===== src/rtl/alarm_pkg.sv =====
// Shared constants and types for the alarm input conditioner and the alarm FSM it feeds.
package alarm_pkg;

  localparam int DEBOUNCE_CYCLES_DEF = 3;
  localparam int SYNC_STAGES_DEF     = 2;
  localparam int ZONE_COUNT          = 3;
  localparam int CNT_W               = 4;

  localparam logic KEY_IDLE  = 1'b1;
  localparam logic ZONE_IDLE = 1'b0;

  // State encoding of the downstream alarm controller FSM.
  typedef enum logic [1:0] {
    FSM_DISARMED = 2'd0,
    FSM_ARMING   = 2'd1,
    FSM_ARMED    = 2'd2,
    FSM_ALARM    = 2'd3
  } alarm_state_e;

endpackage


===== src/rtl/debounce_channel.sv =====
// One input channel: synchroniser chain followed by a counter debouncer.
// dout is the debounced value as it will be after the coming edge; rise flags leaving IDLE_VAL.
module debounce_channel
  import alarm_pkg::*;
#(
  parameter int   DEBOUNCE_CYCLES = DEBOUNCE_CYCLES_DEF,
  parameter int   SYNC_STAGES     = SYNC_STAGES_DEF,
  parameter logic IDLE_VAL        = 1'b0
) (
  input  logic iCLK,
  input  logic iRST,
  input  logic din,
  output logic dout,
  output logic rise
);

  localparam logic [CNT_W-1:0] CNT_LAST = CNT_W'(DEBOUNCE_CYCLES - 1);

  logic [SYNC_STAGES-1:0] sync_q;
  logic                   d_q, d_d;
  logic [CNT_W-1:0]       cnt_q, cnt_d;
  logic                   s;

  assign s = sync_q[SYNC_STAGES-1];

  always_ff @(posedge iCLK) begin
    if (iRST) begin
      sync_q <= {SYNC_STAGES{IDLE_VAL}};
      d_q    <= IDLE_VAL;
      cnt_q  <= '0;
    end else begin
      sync_q <= {sync_q[SYNC_STAGES-2:0], din};
      d_q    <= d_d;
      cnt_q  <= cnt_d;
    end
  end

  always_comb begin
    d_d   = d_q;
    cnt_d = '0;
    if (s != d_q) begin
      if (cnt_q == CNT_LAST) begin
        d_d = s;
      end else begin
        cnt_d = cnt_q + 1'b1;
      end
    end
  end

  assign dout = d_d;
  assign rise = (d_q == IDLE_VAL) && (d_d != IDLE_VAL);

endmodule


===== src/rtl/alarm_input_conditioner.sv =====
// Conditions raw alarm panel inputs: debounced zone levels, key held levels and
// single-cycle key press pulses with panic taking priority over arm.
module alarm_input_conditioner
  import alarm_pkg::*;
#(
  parameter int DEBOUNCE_CYCLES = DEBOUNCE_CYCLES_DEF,
  parameter int SYNC_STAGES     = SYNC_STAGES_DEF
) (
  input  logic                  iCLK,
  input  logic                  iRST,
  input  logic                  iKEY_PANIC_N,
  input  logic                  iKEY_ARM_N,
  input  logic [ZONE_COUNT-1:0] iZONE,
  output logic                  panic_key,
  output logic                  arm_key,
  output logic [ZONE_COUNT-1:0] zone_sensor,
  output logic [1:0]            key_held
);

  logic                  panic_dout, panic_rise;
  logic                  arm_dout, arm_rise;
  logic [ZONE_COUNT-1:0] zone_dout;

  logic                  panic_key_q, panic_key_d;
  logic                  arm_key_q, arm_key_d;
  logic [ZONE_COUNT-1:0] zone_q;
  logic [1:0]            held_q, held_d;

  // Keys are debounced in the raw active-low domain; inversion happens on the way out.
  debounce_channel #(
    .DEBOUNCE_CYCLES(DEBOUNCE_CYCLES), .SYNC_STAGES(SYNC_STAGES), .IDLE_VAL(KEY_IDLE)
  ) u_panic (
    .iCLK(iCLK), .iRST(iRST), .din(iKEY_PANIC_N), .dout(panic_dout), .rise(panic_rise)
  );

  debounce_channel #(
    .DEBOUNCE_CYCLES(DEBOUNCE_CYCLES), .SYNC_STAGES(SYNC_STAGES), .IDLE_VAL(KEY_IDLE)
  ) u_arm (
    .iCLK(iCLK), .iRST(iRST), .din(iKEY_ARM_N), .dout(arm_dout), .rise(arm_rise)
  );

  generate
    for (genvar gi = 0; gi < ZONE_COUNT; gi++) begin : g_zone
      debounce_channel #(
        .DEBOUNCE_CYCLES(DEBOUNCE_CYCLES), .SYNC_STAGES(SYNC_STAGES), .IDLE_VAL(ZONE_IDLE)
      ) u_zone (
        .iCLK(iCLK), .iRST(iRST), .din(iZONE[gi]), .dout(zone_dout[gi]), .rise()
      );
    end
  endgenerate

  always_comb begin
    held_d      = {~arm_dout, ~panic_dout};
    panic_key_d = panic_rise;
    arm_key_d   = arm_rise & ~panic_rise & ~held_d[0];
  end

  always_ff @(posedge iCLK) begin
    if (iRST) begin
      panic_key_q <= 1'b0;
      arm_key_q   <= 1'b0;
      zone_q      <= '0;
      held_q      <= 2'b00;
    end else begin
      panic_key_q <= panic_key_d;
      arm_key_q   <= arm_key_d;
      zone_q      <= zone_dout;
      held_q      <= held_d;
    end
  end

  assign panic_key   = panic_key_q;
  assign arm_key     = arm_key_q;
  assign zone_sensor = zone_q;
  assign key_held    = held_q;

endmodule


===== config.mk =====
export PLATFORM = sky130hd
export DESIGN_NAME = alarm_input_conditioner
export DESIGN_NICKNAME = d
export VERILOG_FILES = /design/src/rtl/alarm_pkg.sv /design/src/rtl/debounce_channel.sv /design/src/rtl/alarm_input_conditioner.sv
export SDC_FILE = /design/constraint.sdc
export NUM_CORES = 1
export LEC_CHECK = 0
export CAP_MARGIN = 20
export CORE_MARGIN = 3
export CORE_UTILIZATION = 32
export CTS_CLUSTER_SIZE = 20
export DETAILED_ROUTE_END_ITERATION = 10
export GPL_ROUTABILITY_DRIVEN = 0
export PLACE_DENSITY = 0.56
export SYNTH_ARGS = -nofsm -noshare
export SYNTH_HDL_FRONTEND = slang
export SYNTH_SLANG_ARGS = --single-unit

===== constraint.sdc =====
create_clock -name iCLK -period 3.95 [get_ports iCLK]
set_input_delay 0.5925 -clock iCLK [delete_from_list [all_inputs] [get_ports iCLK]]
set_output_delay 0.5925 -clock iCLK [all_outputs]
set_load 0.01 [all_outputs]

== Word level (Yosys, flattened, before mapping) ==
Cells that the tools add are included.
Word-level totals
  logic and storage cells: 61
  input bits: 7
  bits in registers: 42
  output and inout bits: 7
Cells by class
  equal/unequal tests: 10
  add/subtract/negate cells: 5
  bitwise logic cells: 10
  reduce and logical (&&, ||, !) cells: 7
  multiplexer cells: 10
Operators by type and width (count)
  $add 4x1->4 const B: 5
  $eq 4x2->1 const B: 5
  $reduce_or 3->1: 5
  $mux 1: 10
  $not 1->1: 8
  $ne 1x1->1: 5
  $and 1x1->1: 2
  $logic_and 1x1->1: 2

== Logic depth before layout (Yosys ltp) ==
Gate-level depths: netlist (run 1).
  depth after elaboration: 8
  gate-level depth with buffers: 5
  gate-level depth less buffers: 5

== By module ==
Synthesis (run 1) repeated with hierarchy kept, for this count alone.
Second synthesis, totals
  cells, all modules: 139
  area, all modules: 1609.0 um^2
Modules (own cells, without submodules)
  debounce_channel: cells each 25, area an instance 282.8 um^2, seq. area each 140.1 um^2, instances 5
  alarm_input_conditioner: cells each 14, area an instance 195.2 um^2, seq. area each 140.1 um^2, instances 1

== Worst setup path after synthesis (run 1) ==
Ideal clock, no wire load.
  kind: input to register
  from: input port iRST
  to: register g_zone[0].u_zone.cnt_q[2]
  arrival: 1.224 ns
  setup slack: 2.662 ns
  required time: 3.886 ns
  cell stages on the path: 3
  library setup time: 0.064 ns
  path through: buf_2 -> or3_4 -> nor2_1
Between the ends
  cells in the longest elaborated chain, start to end: 1
RTL lines
  from (decl): RTL line alarm_input_conditioner.sv:10  | input logic iRST,
  $reduce_or 3->1 (no source line)
  to (signal assigned): RTL line debounce_channel.sv:34  | cnt_q <= cnt_d;
  to (decl): RTL line debounce_channel.sv:21  | logic [CNT_W-1:0] cnt_q, cnt_d;
Every way passes these cells.
A chain may end at the register's enable or synchronous reset.

== Worst setup path after layout (run 1) ==
  from: input port iRST
  to: register g_zone[1].u_zone.cnt_q[3]
Between the ends
  cells in the longest elaborated chain, start to end: 1
RTL lines (RTL line)
  $reduce_or 3->1 (no source line)
  to (signal assigned): debounce_channel.sv:34
  to (decl): debounce_channel.sv:21
Every way passes these cells.

==> results of run 1 <==
-- power groups by stage --
stage	Combinational [W]	Clock, W	Sequential, W
final	0.0000193	0.000331	0.000403
after global routing	0.0000218	0.000358	0.000404
after CTS	0.0000197	0.000344	0.000403
after detailed placement	0.0000196	0	0.000412
after global placement	0.0000190	0	0.000412
after floorplan	0.0000117	0	0.000411
-- worst max-delay path, delay by kind of cell --
| kind | cells | cell delay (ns) |
|---|---|---|
| buf+inv | 1 | 0.78 |
| simple gates | 2 | 0.72 |
-- cells in the final DEF, fill, tap and decap left out --
cell	instances
and3b_1	1
bufinv_16	1
clkbuf_8	6
clkdlybuf4s50_1	13
clkinv_2	1
dfxtp_1	39
ha_1	10
inv_1	5
mux2i_1	5
nand2_1	1
nand2b_1	2
nand3_1	5
nor2_1	24
nor2b_1	8
nor3b_1	4
nor3b_2	2
or2_2	4
or3_1	4
or3_4	1
xnor2_1	10
xor2_1	5
-- layer usage --
metal | vias up | global-route usage (%) | part of all wire [%]
li1 | 455 | - | -
met1 | 403 | 8.791 | 43
met2 | 13 | 14.90 | 52
met3 | 2 | 3.306 | 4.0
met4 | 0 | 3.689 | 0.85
met5 | - | 0 | 0
-- worst paths after layout --
path,start,end,slack [ns]
min,u_panic.sync_q[0],u_panic.sync_q[1],0.42
max,iRST,g_zone[1].u_zone.cnt_q[3],2.06
max reg2reg,g_zone[1].u_zone.cnt_q[0],g_zone[1].u_zone.cnt_q[3],2.56
min reg2reg,u_panic.sync_q[0],u_panic.sync_q[1],0.42
-- cell families (layout without fill, tap and decap cells) --
kind of cell,after synthesis,after routing,synth area share [%]
adder cells (fa/ha/maj),10,10,8.666
buffers and inverters,10,26,3.466
multiplexers,5,5,3.466
AND/OR/NAND/NOR,56,56,21.23
XOR/XNOR,15,15,9.098
flip-flops,39,39,54.07
-- sequential cells by signal (all words and copies together), names as in the netlist --
name and flops:
key_held 2, panic_key 1, g_zone.u_zone.cnt_q 12, u_panic.cnt_q 4, zone_sensor 3, u_arm.d_q 1
u_arm.cnt_q 4, arm_key 1, u_panic.sync_q 2, u_panic.d_q 1, u_arm.sync_q 2, g_zone.u_zone.sync_q 6
-- cells in the mapped netlist --
| library cell | count | area [sq um] |
|---|---|---|
| xor2_1 | 5 | 43.79 |
| dfxtp_1 | 39 | 780.8 |
| or3_4 | 1 | 11.26 |
| nand2b_1 | 2 | 12.51 |
| and3b_1 | 1 | 8.760 |
| or2_2 | 4 | 25.02 |
| clkbuf_1 | 1 | 3.750 |
| nor3b_2 | 2 | 25.02 |
| xnor2_1 | 10 | 87.58 |
| buf_4 | 3 | 22.52 |
| nor3b_1 | 4 | 30.03 |
| or3_1 | 4 | 25.02 |
| nor2b_1 | 8 | 50.05 |
| nand2_1 | 1 | 3.750 |
| ha_1 | 10 | 125.1 |
| nor2_1 | 24 | 90.09 |
| buf_2 | 1 | 5.000 |
| mux2i_1 | 5 | 50.05 |
| inv_1 | 5 | 18.77 |
| nand3_1 | 5 | 25.02 |
-- cell type report --
cell class,count,area share [%]
clock buffer,6,4.793
clock inverter,2,2.033
inverter,5,1.089
multi-input combinational,86,35.58
sequential,39,45.32
tap,50,3.631
timing repair buffer,13,7.553
-- metrics by stage --
stage               instances  total power, W  util (%)  setup slack, ns  instance area, sq um
floorplan                 135       0.0004229         -            2.662                  1444
global placement          193       0.0004306     38.47            1.820                  1605
detailed placement        193       0.0004319     38.47            1.770                  1605
CTS                       201       0.0007669     41.29            2.056                  1723
global route              201       0.0007832     41.29            1.950                  1723
finish                    201       0.0007532     41.29            2.064                  1723
==> run metrics, run 1 <==
# IOs 14; max cap viols 0; die height roughly 73 um; Slew Limit Headroom between 50% and 60%; Flop pwr share roughly 54%; post-synthesis cell area between 1000 and 1500 sq um; clock latency on the worst-skew pair 0.28 ns; Worst Path Max Fanout 24; die area 5354 sq um; wirelength, routed 2.009 mm; postcts setup bufs 0; HP Class reg2reg; register area share after synthesis 54.07%; Synth warnings 0; Fin Hold WS about 0.42 ns; Leak 0.6592 nW; largest net degree at the start of global routing 25; Logic pwr share between 2 and 3%; maximum root-to-sink buffer count 2; Sink Count 39; syn nets 152; Worst EP arrival ~2.1 ns; CTS resizes 0; WP data required 4.16 ns; pwr dens around 440 nW/um^2; drt wl/cell around 10 um; area occupied by registers between 700 and 800 sq um; cells on worst reg2reg path 5; post-synthesis cell type count 20; Fin. Hold Viols 0; Final #Nets between 150 and 200; Final ANT Viol Nets 0; TritonCTS clock tree done; DRC violation count after routing 0; Peak Freq approximately 0.53 GHz; Site Rows 23; GR Overflow Total 0; Worst setup SP type input port; Pint between 0.0006 and 0.0007 W; H-tree depth 2; CP max stage delay a little under 0.8 ns; footprint of the multi-input gates about 610 sq um; Slew @ Worst Pin roughly 0.73 ns; CTS root buf clkbuf_8; RSZ-0062 raised after global routing no; maximum VDD drop 0.2215 mV; slowest CP cell clkdlybuf4s50_1; DRT iter0 DRCs 27; P_sw about 0.00014 W; number of global-route vias before repair between 800 and 900; Layout Skew 0.002778 ns; antenna violations before repair 0; Starting Density roughly a third; Final Critical Period 1.886 ns; Cell Chain, Critical Path clkdlybuf4s50_1 -> or3_1 -> nor2_1; synthesized area per cell 10.70 sq um; crit path kind in2reg; first-pass GRT wire length roughly 3.5 mm; Vias just under 900; final setup fails 0; Num CTS Buffers 5; dpl hpwl ~1.6 mm; CP endpoint kind register; GRT Resource Usage Total under 10%; clock network power share a little over two fifths; DR vias/cell between 4 and 5; number of port buffers 13; Post-Syn Instances ~140; TritonRoute pass-1 iters 4; flops & latches, synth 39; Final Max Slew Viols 0; Min-Delay Path Depth 1; Layout area overhead 19.32%; Die Width 73.17 um; status completed; Switching Fraction ~18%; setup_tns 0 ns; Fill cells just over 400; core area between 4000 and 5000 sq um; n_diodes 0; CTS clk-pin slew, worst paths ~0.070 ns; cts hold-fix bufs 0; layout cells sized above 1 under 10%; crit share post-route between 40% and 50%
Note: power is estimated with default switching activity, not from simulation.
==> run 2, diff against run 1 <==
--- a/config.mk
+++ b/config.mk
@@ -11,7 +11,7 @@
 export CTS_CLUSTER_SIZE = 20
 export DETAILED_ROUTE_END_ITERATION = 10
 export GPL_ROUTABILITY_DRIVEN = 0
-export PLACE_DENSITY = 0.56
+export PLACE_DENSITY = 0.58
 export SYNTH_ARGS = -nofsm -noshare
 export SYNTH_HDL_FRONTEND = slang
 export SYNTH_SLANG_ARGS = --single-unit
==> constraint.sdc (replaced) <==
create_clock -name iCLK -period 1.61 [get_ports iCLK]
set_input_delay 0.2415 -clock iCLK [delete_from_list [all_inputs] [get_ports iCLK]]
set_output_delay 0.2415 -clock iCLK [all_outputs]
set_load 0.01 [all_outputs]
==> run 2 against run 1 <==
Routed wire length is 0.80% higher. Clock skew barely moved. Via count is 0.80% higher. Register-to-register slack worse by 2.3 ns. Critical path depth decreased by 2. Clock-buffer cell count stayed put. Worst hold slack got worse by 0.0099 ns. Critical path type is now reg2out. Critical endpoint is now zone_sensor[2]. Largest cell class unchanged. Highest routed layer unchanged.
==> run metrics, run 2 (synthesis gave the netlist of run 1 again) <==
cell area after layout 1713 sq um (-0.58%); setup_tns 0 ns (unchanged); Slew @ Worst Pin 0.3439 ns (-0.3845 ns); status completed; area occupied by registers 780.7 sq um (unchanged); Worst EP arrival 1.23 ns (-0.87 ns); DR vias/cell 4.378 (+0.80%); CP endpoint kind output pin; crit path kind reg2out; layout cells sized above 1 9.934% (unchanged); Die Width 73.17 um (unchanged); commonest non-fill, non-tap cell in the layout dfxtp_1; number of global-route vias before repair 854 (+0.83%); GR Overflow Total 0 (unchanged); maximum root-to-sink buffer count 2 (unchanged); Final #Nets 168 (+0.60%); Final Critical Period about 1.5 ns; DP Area 1625 sq um (+1.2%); n_diodes 0 (unchanged); Final ANT Viol Nets 0 (unchanged); final setup fails 0 (unchanged); antenna violations before repair 0 (unchanged); CP top delay family buffers and inverters; postcts setup bufs 0 (unchanged); dpl hpwl 1.520 mm (-2.8%); Site Rows 23 (unchanged); maximum VDD drop 0.5229 mV (+140%); DRC violation count after routing 0 (unchanged); max cap viols 0 (unchanged); clock latency on the worst-skew pair 0.28 ns (about the same); CP bufs+invs 1 (unchanged); CP max stage delay 0.56 ns (-0.22 ns); GRT Resource Usage Total 9.052% (+0.60 points); commonest non-fill, non-tap cells in the layout 39 x dfxtp_1, 24 x nor2_1, 13 x clkdlybuf4s50_1, 10 x xnor2_1, 10 x ha_1; crit share post-route between 90% and 100%; largest net degree at the start of global routing 25 (unchanged); Final Max Slew Viols 0 (unchanged); CTS resizes 0 (unchanged); Sink Count 39 (unchanged); number of port buffers 13 (unchanged); final setup margin 0.1421 ns (-1.922 ns); die area 5354 sq um (unchanged); die height 73.17 um (unchanged); Worst setup SP type register; footprint of the multi-input gates 613.1 sq um (unchanged); HP Class reg2reg; RSZ-0062 raised after global routing no; Peak Freq approximately 0.68 GHz; Fin. Hold Viols 0 (unchanged); most flop-heavy register g_zone.u_zone.cnt_q; RR Startpoint u_arm.cnt_q[0]; drt wl/cell 10.07 um (+0.80%); Leak 0.6544 nW (-0.72%); wirelength, routed 2.025 mm (+0.80%); WP data required 1.37 ns (-2.79 ns); Vias 880 (+0.80%); Fill cells 408 (unchanged); TritonCTS clock tree done; min-delay src u_panic.sync_q[0]; # IOs 14 (unchanged); Slew Limit Headroom 77.03% (+26 points); max reg flops 12 (unchanged); DRT iter0 DRCs 9 (-67%); Cell Chain, Critical Path clkdlybuf4s50_1; Starting Density 34.60% (unchanged); Place WS 0.1227 ns (-1.648 ns); Layout Skew 0.002982 ns (+0.0002036 ns); Worst Path Max Fanout 3 (-88%); first-pass GRT wire length 3.525 mm (+1.6%); Layout area overhead 18.63%; CTS root buf clkbuf_8; core area 4173 sq um (unchanged); CTS clk-pin slew, worst paths 0.07 ns (about the same); slowest CP cell clkdlybuf4s50_1; pwr dens 981.3 nW/um^2 (+120%); cts hold-fix bufs 0 (unchanged); H-tree depth 2 (unchanged); Num CTS Buffers 5 (unchanged); biggest registers after layout g_zone.u_zone.cnt_q: 12 flops, g_zone.u_zone.sync_q: 6 flops; crit path launch zone_sensor[2]; TritonRoute pass-1 iters 2 (-2)
## run 2: metal layers
metal  track usage [%]  vias to the layer above  share of wire, %
met1             9.898                      405                46
met4             6.148                        0               2.3
met2             13.60                       17                45
met5                 0                        -                 0
li1                  -                      454                 -
met3             4.545                        4               6.4
## run 2: cell type report
type	instances	area share [%]
repair buffers	14	8.766
clock inverters	1	0.2922
well taps	50	3.652
clock buffers	6	4.821
inverters	5	1.096
multi-input cells	86	35.79
flip-flops and latches	39	45.58
## run 2: final timing paths
| check | depth (start not counted) | slack, ns | endpoint |
|---|---|---|---|
| worst max-delay path | 1 | 0.14 | zone_sensor[2] |
| worst min-delay path | 1 | 0.41 | u_panic.sync_q[1] |
| worst max register to register | 5 | 0.24 | u_arm.cnt_q[2] |
| worst min register to register | 1 | 0.41 | u_panic.sync_q[1] |
## run 2: where the power goes
part           leakage [nW]  switching (W)   total, W  internal, W
Sequential            0.317     0.00000823   0.000988     0.000980
Clock                0.0470       0.000304   0.000639     0.000336
Combinational         0.291      0.0000197  0.0000532    0.0000334
## run 2: metrics by stage
stage	total power (W)	cells	util, %	hold WS [ns]
CTS	0.001715	201	41.05	0.4113
finish	0.001681	201	41.05	0.4063
detailed placement	0.001065	194	38.95	0.3940
global placement	0.001062	194	38.95	0.3919
floorplan	0.001038	135	-	0.3453
global route	0.001771	201	41.05	0.4267
==> run 3, diff against run 2 <==
--- a/config.mk
+++ b/config.mk
@@ -5,13 +5,15 @@
 export SDC_FILE = /design/constraint.sdc
 export NUM_CORES = 1
 export LEC_CHECK = 0
+export ABC_AREA = 1
 export CAP_MARGIN = 20
 export CORE_MARGIN = 3
 export CORE_UTILIZATION = 32
 export CTS_CLUSTER_SIZE = 20
 export DETAILED_ROUTE_END_ITERATION = 10
+export DONT_BUFFER_PORTS = 1
 export GPL_ROUTABILITY_DRIVEN = 0
-export PLACE_DENSITY = 0.58
+export PLACE_DENSITY = 0.53
 export SYNTH_ARGS = -nofsm -noshare
 export SYNTH_HDL_FRONTEND = slang
 export SYNTH_SLANG_ARGS = --single-unit
==> run 3 against run 2 <==
Via count increased by 4.0%. Worst hold slack worse by 0.38 ns. Largest power group unchanged. Sequential power barely moved. Cell area down 8.4%. Utilization is 3.7 points lower. Area after synthesis rose by 1.0%.
==> run metrics, run 3 <==
status completed; Site Rows 23 (unchanged); commonest non-fill, non-tap cell in the layout dfxtp_1; Starting Density 34.72% (+0.12 points); area leader, netlist dfxtp_1; number of port buffers 0 (-13); max cap viols 0 (unchanged); pwr dens 1039 nW/um^2 (+5.9%); Num CTS Buffers 5 (unchanged); most frequent cell after synthesis dfxtp_1; flops & latches, synth 39 (unchanged); post-synthesis cell area 1459 sq um (+1.0%); top cell type's share of synthesized area 53.52% (-0.56 points); cts hold-fix bufs 0 (unchanged); Pint 0.001298 W (-3.8%); Switching Fraction 20.40% (+0.67 points); Fin Hold WS 0.02285 ns (-0.3834 ns); most flop-heavy register g_zone.u_zone.cnt_q; Sink Count 39 (unchanged); Die Width 73.52 um (+0.48%); number of global-route vias before repair 869 (+1.8%); dpl hpwl 1.570 mm (+3.3%); Flop pwr share 60.8% (+2.0 points); core area 4202 sq um (+0.69%); die area 5405 sq um (+0.96%); ranking of synthesized cells by area dfxtp_1 54%, nor2_1 8.7%, ha_1 8.6%, xor2_1 4.8%, nand3_1 4.1%; maximum VDD drop 0.3978 mV (-24%); CTS root buf clkbuf_8; final setup fails 0 (unchanged); first-pass GRT wire length 3.698 mm (+4.9%); met3 WL post-DR 138 um (+6.2%); clock latency on the worst-skew pair 0.28 ns (about the same); Post-synth top cells 39 x dfxtp_1, 34 x nor2_1, 14 x inv_1, 12 x nand3_1, 10 x ha_1; CP endpoint kind register; asr flop ratio synth 0% (unchanged); crit share post-route 67.87% (-23 points); GRT Resource Usage Total 9.250% (+0.20 points); Fill cells 453 (+11%); CTS resizes 0 (unchanged); Final ANT Viol Nets 0 (unchanged); commonest non-fill, non-tap cells in the layout 39 x dfxtp_1, 34 x nor2_1, 14 x inv_1, 12 x nand3_1, 10 x ha_1; layout cells sized above 1 12.58% (+2.6 points); Fin. Hold Viols 0 (unchanged); Synth warnings 0 (unchanged); synthesized area per cell 9.412 sq um (-12%); Pwr Total 0.001631 W (-3.0%); wirelength, routed 2.093 mm (+3.4%); CTS clk-pin slew, worst paths 0.07 ns (about the same); TritonCTS clock tree done; biggest registers after layout g_zone.u_zone.cnt_q: 12 flops, g_zone.u_zone.sync_q: 6 flops; die height 73.52 um (+0.48%); Post-Syn Instances 155 (+15%); Vias 915 (+4.0%); GR Overflow Total 0 (unchanged); Peak Freq 0.9151 GHz (+34%); n_diodes 0 (unchanged); max reg flops 12 (unchanged); crit path kind reg2reg; Top Metal Used met4; HP Class in2reg; register area share after synthesis 53.52% (-0.56 points); Final #Nets 175 (+4.2%); DRC violation count after routing 0 (unchanged); TritonRoute pass-1 iters 4 (+2); Slew @ Worst Pin 0.2247 ns (-0.1192 ns); Worst Path Max Fanout 4 (+1); P_sw 0.0003327 W (+0.30%); Final Critical Period 1.093 ns (-0.3751 ns); Final Max Slew Viols 0 (unchanged); Leak 0.6632 nW (+1.3%); clock network power share 37.3% (-0.7 points); WP data required 1.79 ns (+0.42 ns); RSZ-0062 raised after global routing no; Worst EP arrival 1.27 ns (+0.04 ns); Layout area overhead 7.547%; # IOs 14 (unchanged); Layout Skew 0.005444 ns (+0.002462 ns); DR vias/cell 4.378 (about the same); DRT met1 WL 913 um (-1.6%); met2 WL 997 um (+8.5%); antenna violations before repair 0 (unchanged); syn nets 172 (+13%); Slew Limit Headroom 84.88% (+7.9 points); Post-synth EDFFs 0 (unchanged); Worst setup SP type register; post-synthesis cell type count 20 (unchanged); setup_tns 0 ns (unchanged); Main synth FF type dfxtp_1; drt wl/cell 10.01 um (-0.60%); maximum root-to-sink buffer count 2 (unchanged); DRT iter0 DRCs 28 (+19); H-tree depth 2 (unchanged); Logic pwr share 1.9% (-1.3 points); postcts setup bufs 0 (unchanged); largest net degree at the start of global routing 16 (-36%)
[run 3: stage by stage]
stage / util, % / instance area [sq um] / cells / setup WS (ns)
2_1_floorplan: - / 1459 / 155 / 0.5868
3_3_place_gp: 35.41 / 1488 / 201 / 0.5599
3_5_place_dp: 35.41 / 1488 / 201 / 0.5024
4_1_cts: 37.34 / 1569 / 209 / 0.4974
5_1_grt: 37.34 / 1569 / 209 / 0.4012
6_report: 37.34 / 1569 / 209 / 0.5172
[run 3: path summary, 6_finish.rpt]
check,start,endpoint,slack (ns),cells after the start
max,u_panic.cnt_q[0],u_panic.d_q,0.52,6
min,iRST,g_zone[0].u_zone.sync_q[1],0.02,1
max reg2reg,u_panic.cnt_q[0],u_panic.d_q,0.52,6
min reg2reg,g_zone[2].u_zone.sync_q[0],g_zone[2].u_zone.sync_q[1],0.41,2
[run 3: worst max-delay path, stage by stage (launching register included)]
cell and delay [ns]:
dfxtp_1 0.37, inv_1 0.06, ha_1 0.23, nand2_2 0.10, nand2_2 0.06, a21oi_2 0.14
inv_2 0.04
[run 3: logic make-up (layout without fill, tap and decap cells)]
group	after synthesis	count (layout)	synth area share, %
AND/OR/NAND/NOR	65	65	20.67
flip-flops	39	39	53.52
buffers and inverters	20	24	6.432
XOR/XNOR	13	13	7.805
adder cells (fa/ha/maj)	10	10	8.576
AO/OA/AOI/OAI	8	8	3.002
[run 3: final cells by class]
class / instances / area [sq um] / share of cell area, %
inverters: 16 / 60.06 / 3.828
clock inverters: 1 / 5.005 / 0.3190
clock buffers: 7 / 76.32 / 4.864
multi-input cells: 96 / 584.3 / 37.24
well taps: 50 / 62.56 / 3.987
flip-flops and latches: 39 / 780.7 / 49.76
[run 3: routing by layer]
metal | vias up | track usage (%)
met5 | - | 0
met4 | 0 | 5.433
met3 | 4 | 4.788
met2 | 17 | 14.47
met1 | 408 | 9.899
li1 | 486 | -
[run 3: power groups by stage]
stage | clock (W) | sequential, W | combinational [W]
after floorplan | 0 | 0.00101 | 0.0000319
final | 0.000609 | 0.000991 | 0.0000310
after detailed placement | 0 | 0.00101 | 0.0000317
after CTS | 0.000643 | 0.000991 | 0.0000319
after global placement | 0 | 0.00101 | 0.0000310
after global routing | 0.000678 | 0.000992 | 0.0000368
